<file path="config.mk">
export PLATFORM = sky130hd
export DESIGN_NAME = seg_approx_add_ctrl
export DESIGN_NICKNAME = d
export VERILOG_FILES = /design/src/rtl/seg_approx_add_ctrl.sv
export SDC_FILE = /design/constraint.sdc
export NUM_CORES = 1
export LEC_CHECK = 0
export CAP_MARGIN = 20
export CORE_MARGIN = 3
export CORE_UTILIZATION = 51
export DETAILED_ROUTE_END_ITERATION = 6
export GPL_TIMING_DRIVEN = 0
export PLACE_DENSITY = 0.8
export SLEW_MARGIN = 20
export SYNTH_ARGS = -nofsm -noshare
export SYNTH_HDL_FRONTEND = slang
export SYNTH_SLANG_ARGS = --single-unit
</file>
<file path="constraint.sdc">
create_clock -name clk -period 4.1 [get_ports clk]
set_clock_uncertainty 0.15 [all_clocks]
set_input_delay 1.025 -clock clk [delete_from_list [all_inputs] [get_ports clk]]
set_output_delay 1.025 -clock clk [all_outputs]
set_load 0.02 [all_outputs]
</file>
<file path="src/rtl/seg_approx_add_ctrl.sv">
// Multi-cycle adder sequencer that reuses one SEG-bit carry-select slice, LSB first.
// In approximate mode the carry is cut at the low APX_SEGS slice boundaries, and any dropped carry of 1 sets apx_err.
module seg_approx_add_ctrl #(
  parameter int WIDTH    = 32,
  parameter int SEG      = 8,
  parameter int APX_SEGS = 1
) (
  input  logic             clk,
  input  logic             rst_n,
  input  logic             in_valid,
  output logic             in_ready,
  input  logic [WIDTH-1:0] a,
  input  logic [WIDTH-1:0] b,
  input  logic             cin,
  input  logic             approx,
  output logic             out_valid,
  input  logic             out_ready,
  output logic [WIDTH-1:0] sum,
  output logic             cout,
  output logic             apx_err,
  output logic             busy
);

  localparam int NSEG = WIDTH / SEG;
  localparam int IDXW = (NSEG > 1) ? $clog2(NSEG) : 1;
  localparam logic [IDXW-1:0] LAST_IDX = IDXW'(NSEG - 1);

  typedef enum logic [1:0] {
    IDLE = 2'd0,
    RUN  = 2'd1,
    DONE = 2'd2
  } state_t;

  state_t           state_r;
  logic [WIDTH-1:0] a_r;
  logic [WIDTH-1:0] b_r;
  logic             approx_r;
  logic             carry_r;
  logic [IDXW-1:0]  idx_r;
  logic [WIDTH-1:0] sum_r;
  logic             cout_r;
  logic             apx_err_r;

  logic [SEG-1:0]   a_sl_s;
  logic [SEG-1:0]   b_sl_s;
  logic [SEG:0]     s0_s;
  logic [SEG:0]     s1_s;
  logic [SEG:0]     r_s;
  logic             c_s;
  logic             carry_nxt_s;
  logic             err_set_s;

  // Carry-select slice on the current segment: two precomputed sums, muxed by the running carry.
  always_comb begin
    a_sl_s      = a_r[int'(idx_r)*SEG +: SEG];
    b_sl_s      = b_r[int'(idx_r)*SEG +: SEG];
    s0_s        = {1'b0, a_sl_s} + {1'b0, b_sl_s};
    s1_s        = {1'b0, a_sl_s} + {1'b0, b_sl_s} + {{SEG{1'b0}}, 1'b1};
    r_s         = s0_s;
    c_s         = 1'b0;
    carry_nxt_s = 1'b0;
    err_set_s   = 1'b0;
    if (carry_r) begin
      r_s = s1_s;
    end else begin
      r_s = s0_s;
    end
    c_s = r_s[SEG];
    // The top slice never satisfies idx < APX_SEGS, so cout is always the true carry.
    if (approx_r && (int'(idx_r) < APX_SEGS)) begin
      carry_nxt_s = 1'b0;
      err_set_s   = c_s;
    end else begin
      carry_nxt_s = c_s;
      err_set_s   = 1'b0;
    end
  end

  // Sequencer state, operand latches and result registers.
  always_ff @(posedge clk or negedge rst_n) begin
    if (!rst_n) begin
      state_r   <= IDLE;
      a_r       <= {WIDTH{1'b0}};
      b_r       <= {WIDTH{1'b0}};
      approx_r  <= 1'b0;
      carry_r   <= 1'b0;
      idx_r     <= {IDXW{1'b0}};
      sum_r     <= {WIDTH{1'b0}};
      cout_r    <= 1'b0;
      apx_err_r <= 1'b0;
    end else begin
      case (state_r)
        IDLE: begin
          if (in_valid) begin
            a_r       <= a;
            b_r       <= b;
            approx_r  <= approx;
            carry_r   <= cin;
            idx_r     <= {IDXW{1'b0}};
            sum_r     <= {WIDTH{1'b0}};
            cout_r    <= 1'b0;
            apx_err_r <= 1'b0;
            state_r   <= RUN;
          end else begin
            state_r <= IDLE;
          end
        end
        RUN: begin
          sum_r[int'(idx_r)*SEG +: SEG] <= r_s[SEG-1:0];
          carry_r   <= carry_nxt_s;
          apx_err_r <= apx_err_r | err_set_s;
          if (idx_r == LAST_IDX) begin
            cout_r  <= c_s;
            state_r <= DONE;
          end else begin
            idx_r   <= idx_r + {{(IDXW-1){1'b0}}, 1'b1};
            state_r <= RUN;
          end
        end
        DONE: begin
          if (out_ready) begin
            state_r <= IDLE;
          end else begin
            state_r <= DONE;
          end
        end
        default: begin
          state_r <= IDLE;
        end
      endcase
    end
  end

  assign in_ready  = (state_r == IDLE);
  assign out_valid = (state_r == DONE);
  assign busy      = (state_r != IDLE);
  assign sum       = sum_r;
  assign cout      = cout_r;
  assign apx_err   = apx_err_r;

endmodule

</file>
### After elaboration in Yosys (flattened, before gate mapping)

Index checks and enable logic that the tools add are counted.
W data, S select, Z words.

* register bits after elaboration: 104
* output and inout bits: 37
* logic and storage cells: 52
* input port bits: 70

* shift-type cells: 4
* reductions and logical operators: 8
* equality and inequality tests: 6
* mux-type cells: 19
* magnitude comparators: 1
* $add $sub $neg: 4
* bitwise logic cells: 1

Operator list (number)
* $pmux W32 S2: 1
* $shiftx A32 B6 Y8: 2
* $neg A5 Y33: 1
* $shift A8 B33 Y32 const A: 1
* $shiftx A8 B33 Y32: 1
* $bwmux W32: 1
* $mux W32: 1
* $add A8 B8 Y9: 1
* $add A9 B1 Y9 const B: 1
* $mux W9: 1
* $mux W2: 4
* $mux W1: 6
* $ne A2 B2 Y1 const B: 3
* $pmux W1 S2: 3
* $pmux W2 S3: 1
* $reduce_and A3 Y1: 2
* $eq A2 B2 Y1 const B: 2
* $pmux W2 S2: 1
* $reduce_and A2 Y1: 2
* $reduce_bool A2 Y1: 2
* $add A2 B1 Y2 const B: 1
* $eq A2 B1 Y1 const B: 1
* $logic_not A2 Y1: 1
* $lt A2 B1 Y1 const B: 1
* other kinds (2): 2

### Logic depth before layout (Yosys ltp)

* depth in word-level cells: 7
* gate-level depth with buffers: 11
* mapped depth without buffers: 10

### Worst setup path after synthesis

OpenSTA, ideal clock, no wires.

* kind: register to register
* from: register idx_r[0]
* to: register sum_r[31], in the netlist sum[31]
* data required time: 3.820 ns
* library setup time: 0.130 ns
* setup slack: 0.652 ns
* arrival: 3.168 ns
* period minus slack after synthesis: 3.448 ns
* cell stages (with the launch flop): 11
* buffers on the path: 1
* cell sequence: dfrtp_1 > buf_2 > mux4_2 > ha_1 > fa_1 > a211oi_2 > o211ai_1 > or2_1 > nor3_1 > xor2_1 > o21ai_1

* word-level cells in the longest chain between the ends: 7
* elaborated cells on any way between the ends: 10
* classes of those cells: 3 x add/sub; 4 x shift; 3 x mux

RTL lines
* start, declared: line 39 `logic [IDXW-1:0] idx_r;`
* start signal, assigned: line 87 `idx_r <= {IDXW{1'b0}};`
* start signal, assigned: line 99 `idx_r <= {IDXW{1'b0}};`
* start signal, assigned: line 116 `idx_r <= idx_r + {{(IDXW-1){1'b0}}, 1'b1};`
* $shiftx A32 B6 Y8, on equally long branches: line 55, 56
* $add A8 B8 Y9: line 57, 58
* $add A9 B1 Y9: line 58 `s1_s = {1'b0, a_sl_s} + {1'b0, b_sl_s} + {{SEG{1'b0}}, 1'b1};`
* $mux W9: line 63 `if (carry_r) begin`
* $shiftx A8 B33 Y32: line 109 `sum_r[int'(idx_r)*SEG +: SEG] <= r_s[SEG-1:0];`
* $bwmux W32 (*): line 109
* $pmux W32 S2 (*): line 92 `case (state_r)`
* end signal, assigned: line 88 `sum_r <= {WIDTH{1'b0}};`
* end signal, assigned: line 100 `sum_r <= {WIDTH{1'b0}};`
* end signal, assigned by index: line 109
* end, declared: line 40 `logic [WIDTH-1:0] sum_r;`

Mark *: on every way between the ends. The rest lies on a longest branch, timed or not.
A chain may end at the register's enable or synchronous reset.

### Worst setup path after layout

* from: register idx_r[0]
* to: register sum_r[7], in the netlist sum[7]

The elaborated chain is that of the path after synthesis.

==> summary.md <==
| Metric | Value |
|---|---|
| TritonCTS clock tree | `yes` |
| Placed instance count | `632` |
| Gr ovfl total | `0` |
| Initial DRC Count | `114` |
| FMAX | `260 MHz` |
| Die width | `105 um` |
| Slew HR | `0.525` |
| Non-Filler Instances | `648` |
| Simple-gate share of the synthesized area | `0.0900` |
| DR vias/cell | `roughly 5.5` |
| Largest family of logic cells by synthesized area | `multiplexers` |
| Post-DR wirelength/cell | `between 15 and 20 um` |
| Via count | `~3,600` |
| Starting Density | `0.533` |
| Final Hold Vio Count | `0` |
| Critical Path RT | `between 4000 and 5000 ps` |
| Vias in the first global route | `3,721` |
| CP max-delay cell | `mux4_2` |
| Arrival time worst endpoint | `3950 ps` |
| Slew @ Worst Pin | `712 ps` |
| Met3 routed WL | `586 um` |
| Synth Flop Type | `dfrtp_1` |
| Max Used Layer | `met4` |
| # DRC | `0` |
| # Max-Cap Violations | `0` |
| Sequential share of the synthesized area | `0.518` |
| Count leader, synth | `dfrtp_1` |
| Met1 wire length | `5250 um` |
| Area Growth Syn to Fin | `30.7%` |
| Top cells by area, synth | `dfrtp_1 (52%), mux2_2 (15%), mux4_2 (7.2%), ha_1 (3.5%), o21ai_0 (3.4%)` |
| Fin Hold WS | `338 ps` |
| Final period util | `0.939` |
| CP peak stage delay | `520 ps` |
| CTS root buf | `clkbuf_8` |
| Num CTS Buffers | `9` |
| CP Cell Sequence | `buf_4, mux4_2, ha_1, fa_1, a211oi_4, o211ai_1, or2_1, nor3_1, xor2_2, o21ai_1` |
| Setup Fix Bufs, Post-CTS | `0` |
| Number of port buffers | `106` |
| Hold depth | `2` |
| Fillers | `between 600 and 700` |
| Startpoint Class | `flip-flop` |
| Top cells by instance count after synthesis | `dfrtp_1 (104), mux2_2 (66), nand2_1 (45), o21ai_0 (34), mux4_2 (16)` |
| EDFF count, synth | `0` |
| Hold_buf cts | `0` |
| First-pass GRT wire length | `19,000 um` |
| Post-route worst setup slack | `~250 ps` |
| Site row count | `35` |
| RD Place Congestion | `0.869` |
| Synthesized Nets | `481` |
| WS Path Type | `flip-flop to flip-flop` |
| Antenna Cells | `0` |
| Initial antenna violation count | `0` |
| Detail Route Antenna Nets | `0` |
| Worst-skew pair later-pin latency | `370 ps` |
| GRT Util Overall | `0.220` |
| Die ar. | `0.0111 mm2` |
| Final nets | `approximately 600` |
| Max-slew violation count | `0` |
| Area of the multi-input gates | `between 0.002 and 0.0025 mm2` |
| Crit path time final | `a little under 4000 ps` |
| Post-synth ARST share | `1.00` |
| Synth Area in Compound Gates | `0.0855` |
| Die Ht | `105 um` |
| IO Pins | `around 110` |
| Crit. End Element | `flip-flop` |
| Worst-path clk slew | `110 ps` |
| Top-area cell type share of the netlist area | `0.518` |
| Min-Delay Endpoint | `sum[3]$_DFFE_PN0P_` |
| Setup WS pre-CTS | `-199 ps` |
| Reg-to-reg startpoint | `idx_r[0]$_DFFE_PN0P_` |
| FF+latch area | `0.00260 mm2` |
| CP max FO | `10` |
| Met2 Wirelength | `5770 um` |
| Largest net degree at the start of global routing | `66` |
| Pre-antenna DRT Iters | `5` |
| Hpwl dp | `around 9000 um` |
| Reg2reg setup slack | `250 ps` |
| Min-Delay Startpoint | `sum[3]$_DFFE_PN0P_` |
| Post-Synth XOR/XNOR Area | `0.0172` |
| Fraction of layout cells with a size suffix above 1 | `0.237` |
| R2r worst-path depth | `10` |
| Worst min-delay path class | `flip-flop to flip-flop` |
| FF+latch count, synth | `104` |
| Final setup violation count | `0` |
| Avg Synthesized Cell Area | `12.7 um2` |
| Final core utilization | `0.697` |
| Final wirelength | `11,800 um` |
| Synth Warn # | `0` |
| Clock buffer depth | `2` |
| Status | `completed` |
| H-tree depth | `3` |
| Post-Synth Adder-Cell Area | `0.0389` |
| Core footprint | `around 0.0094 mm2` |
| Sink Count | `approximately 100` |
| Synth unique cells | `slightly above 50` |
| Cell Area, Synth | `0.00502 mm2` |
| R2R Path End | `sum[7]$_DFFE_PN0P_` |
| Area leader, netlist | `dfrtp_1` |
| Cells after synthesis | `396` |
| Mux share of post-synthesis cell area | `0.226` |
| RSZ-0062 raised after global routing | `no` |
## registers in the layout (all words and copies together), names as in the netlist
signal	cells
cout	1
state_r	2
a_r	32
sum	32
carry_r	1
idx_r	2
approx_r	1
b_r	32
apx_err	1
## what timing repair did
action | CTS | global route
endpoints found under the setup margin | 15 | 15
gates resized for setup | 2 | 8
gates cloned | 0 | 0
pin swaps | 0 | 1
## layout by cell type, fill, tap and decap left out, types with 5 or more instances in the layout
cell type	count
clkdlybuf4s50_1	105
a21oi_1	6
clkbuf_1	7
nand2_1	45
nor2b_1	5
mux2_2	66
o21ai_1	7
ha_1	14
nor2_1	13
o21ai_0	33
o211ai_1	5
clkbuf_8	10
dfrtp_1	104
inv_1	6
mux4_2	16
## critical path, delay by kind of cell, from the launching register on
family,cells,cell delay [ps]
xor gates and xnor gates,1,320
adders and majority gates,2,750
and+or+nand+nor,2,590
AOI/OAI and AO/OA,3,700
muxes,1,520
buffers and inverters,1,260
DFF,1,430
## layout make-up
class	count	share of cell area
tap	129	0.0246
timing repair buffer	107	0.166
buffer	17	0.0164
sequential	104	0.397
multi-input combinational	269	0.353
clock buffer	9	0.0189
inverter	6	0.00343
clock inverter	7	0.0206
## routing by layer
layer,vias up,GRT usage
met4,0,0.0759
met5,-,0
met1,1802,0.292
met2,107,0.358
met3,15,0.0484
li1,1667,-
## stage by stage
| stage | area [um2] | setup TNS, ps |
|---|---|---|
| 6_report | 6560 | 0 |
| 5_1_grt | 6560 | 0 |
| 4_1_cts | 6540 | 0 |
| 3_5_place_dp | 6270 | -1110 |
| 3_3_place_gp | 6240 | -187080 |
| 2_1_floorplan | 5020 | 0 |
## worst max-delay path by stage
| stage | startpoint | endpoint | slack, ps | cells past startpoint |
|---|---|---|---|---|
| 5_1_grt | idx_r[0]$_DFFE_PN0P_ | sum[7]$_DFFE_PN0P_ | 60 | 10 |
| 3_3_place_gp | rst_n | b_r[4]$_DFFE_PN0P_ | -1800 | 1 |
| 6_report | idx_r[0]$_DFFE_PN0P_ | sum[7]$_DFFE_PN0P_ | 250 | 10 |
| 2_1_floorplan | idx_r[0]$_DFFE_PN0P_ | sum[31]$_DFFE_PN0P_ | 650 | 10 |
| 4_1_cts | idx_r[1]$_DFFE_PN0P_ | sum[7]$_DFFE_PN0P_ | 10 | 10 |
| 3_5_place_dp | idx_r[1]$_DFFE_PN0P_ | sum[7]$_DFFE_PN0P_ | -200 | 10 |
## cells by family (layout without fill, tap and decap cells)
| kind of cell | after synthesis | in the layout |
|---|---|---|
| AND/OR/NAND/NOR | 92 | 92 |
| multiplexers | 85 | 85 |
| flip-flops | 104 | 104 |
| XOR/XNOR | 9 | 9 |
| buffers and inverters | 23 | 146 |
| adder cells (fa/ha/maj) | 15 | 15 |
| AO/OA/AOI/OAI | 68 | 68 |
Power is not shown: default switching activity piles up to over one toggle a cycle in this logic, so the estimate is an artifact.
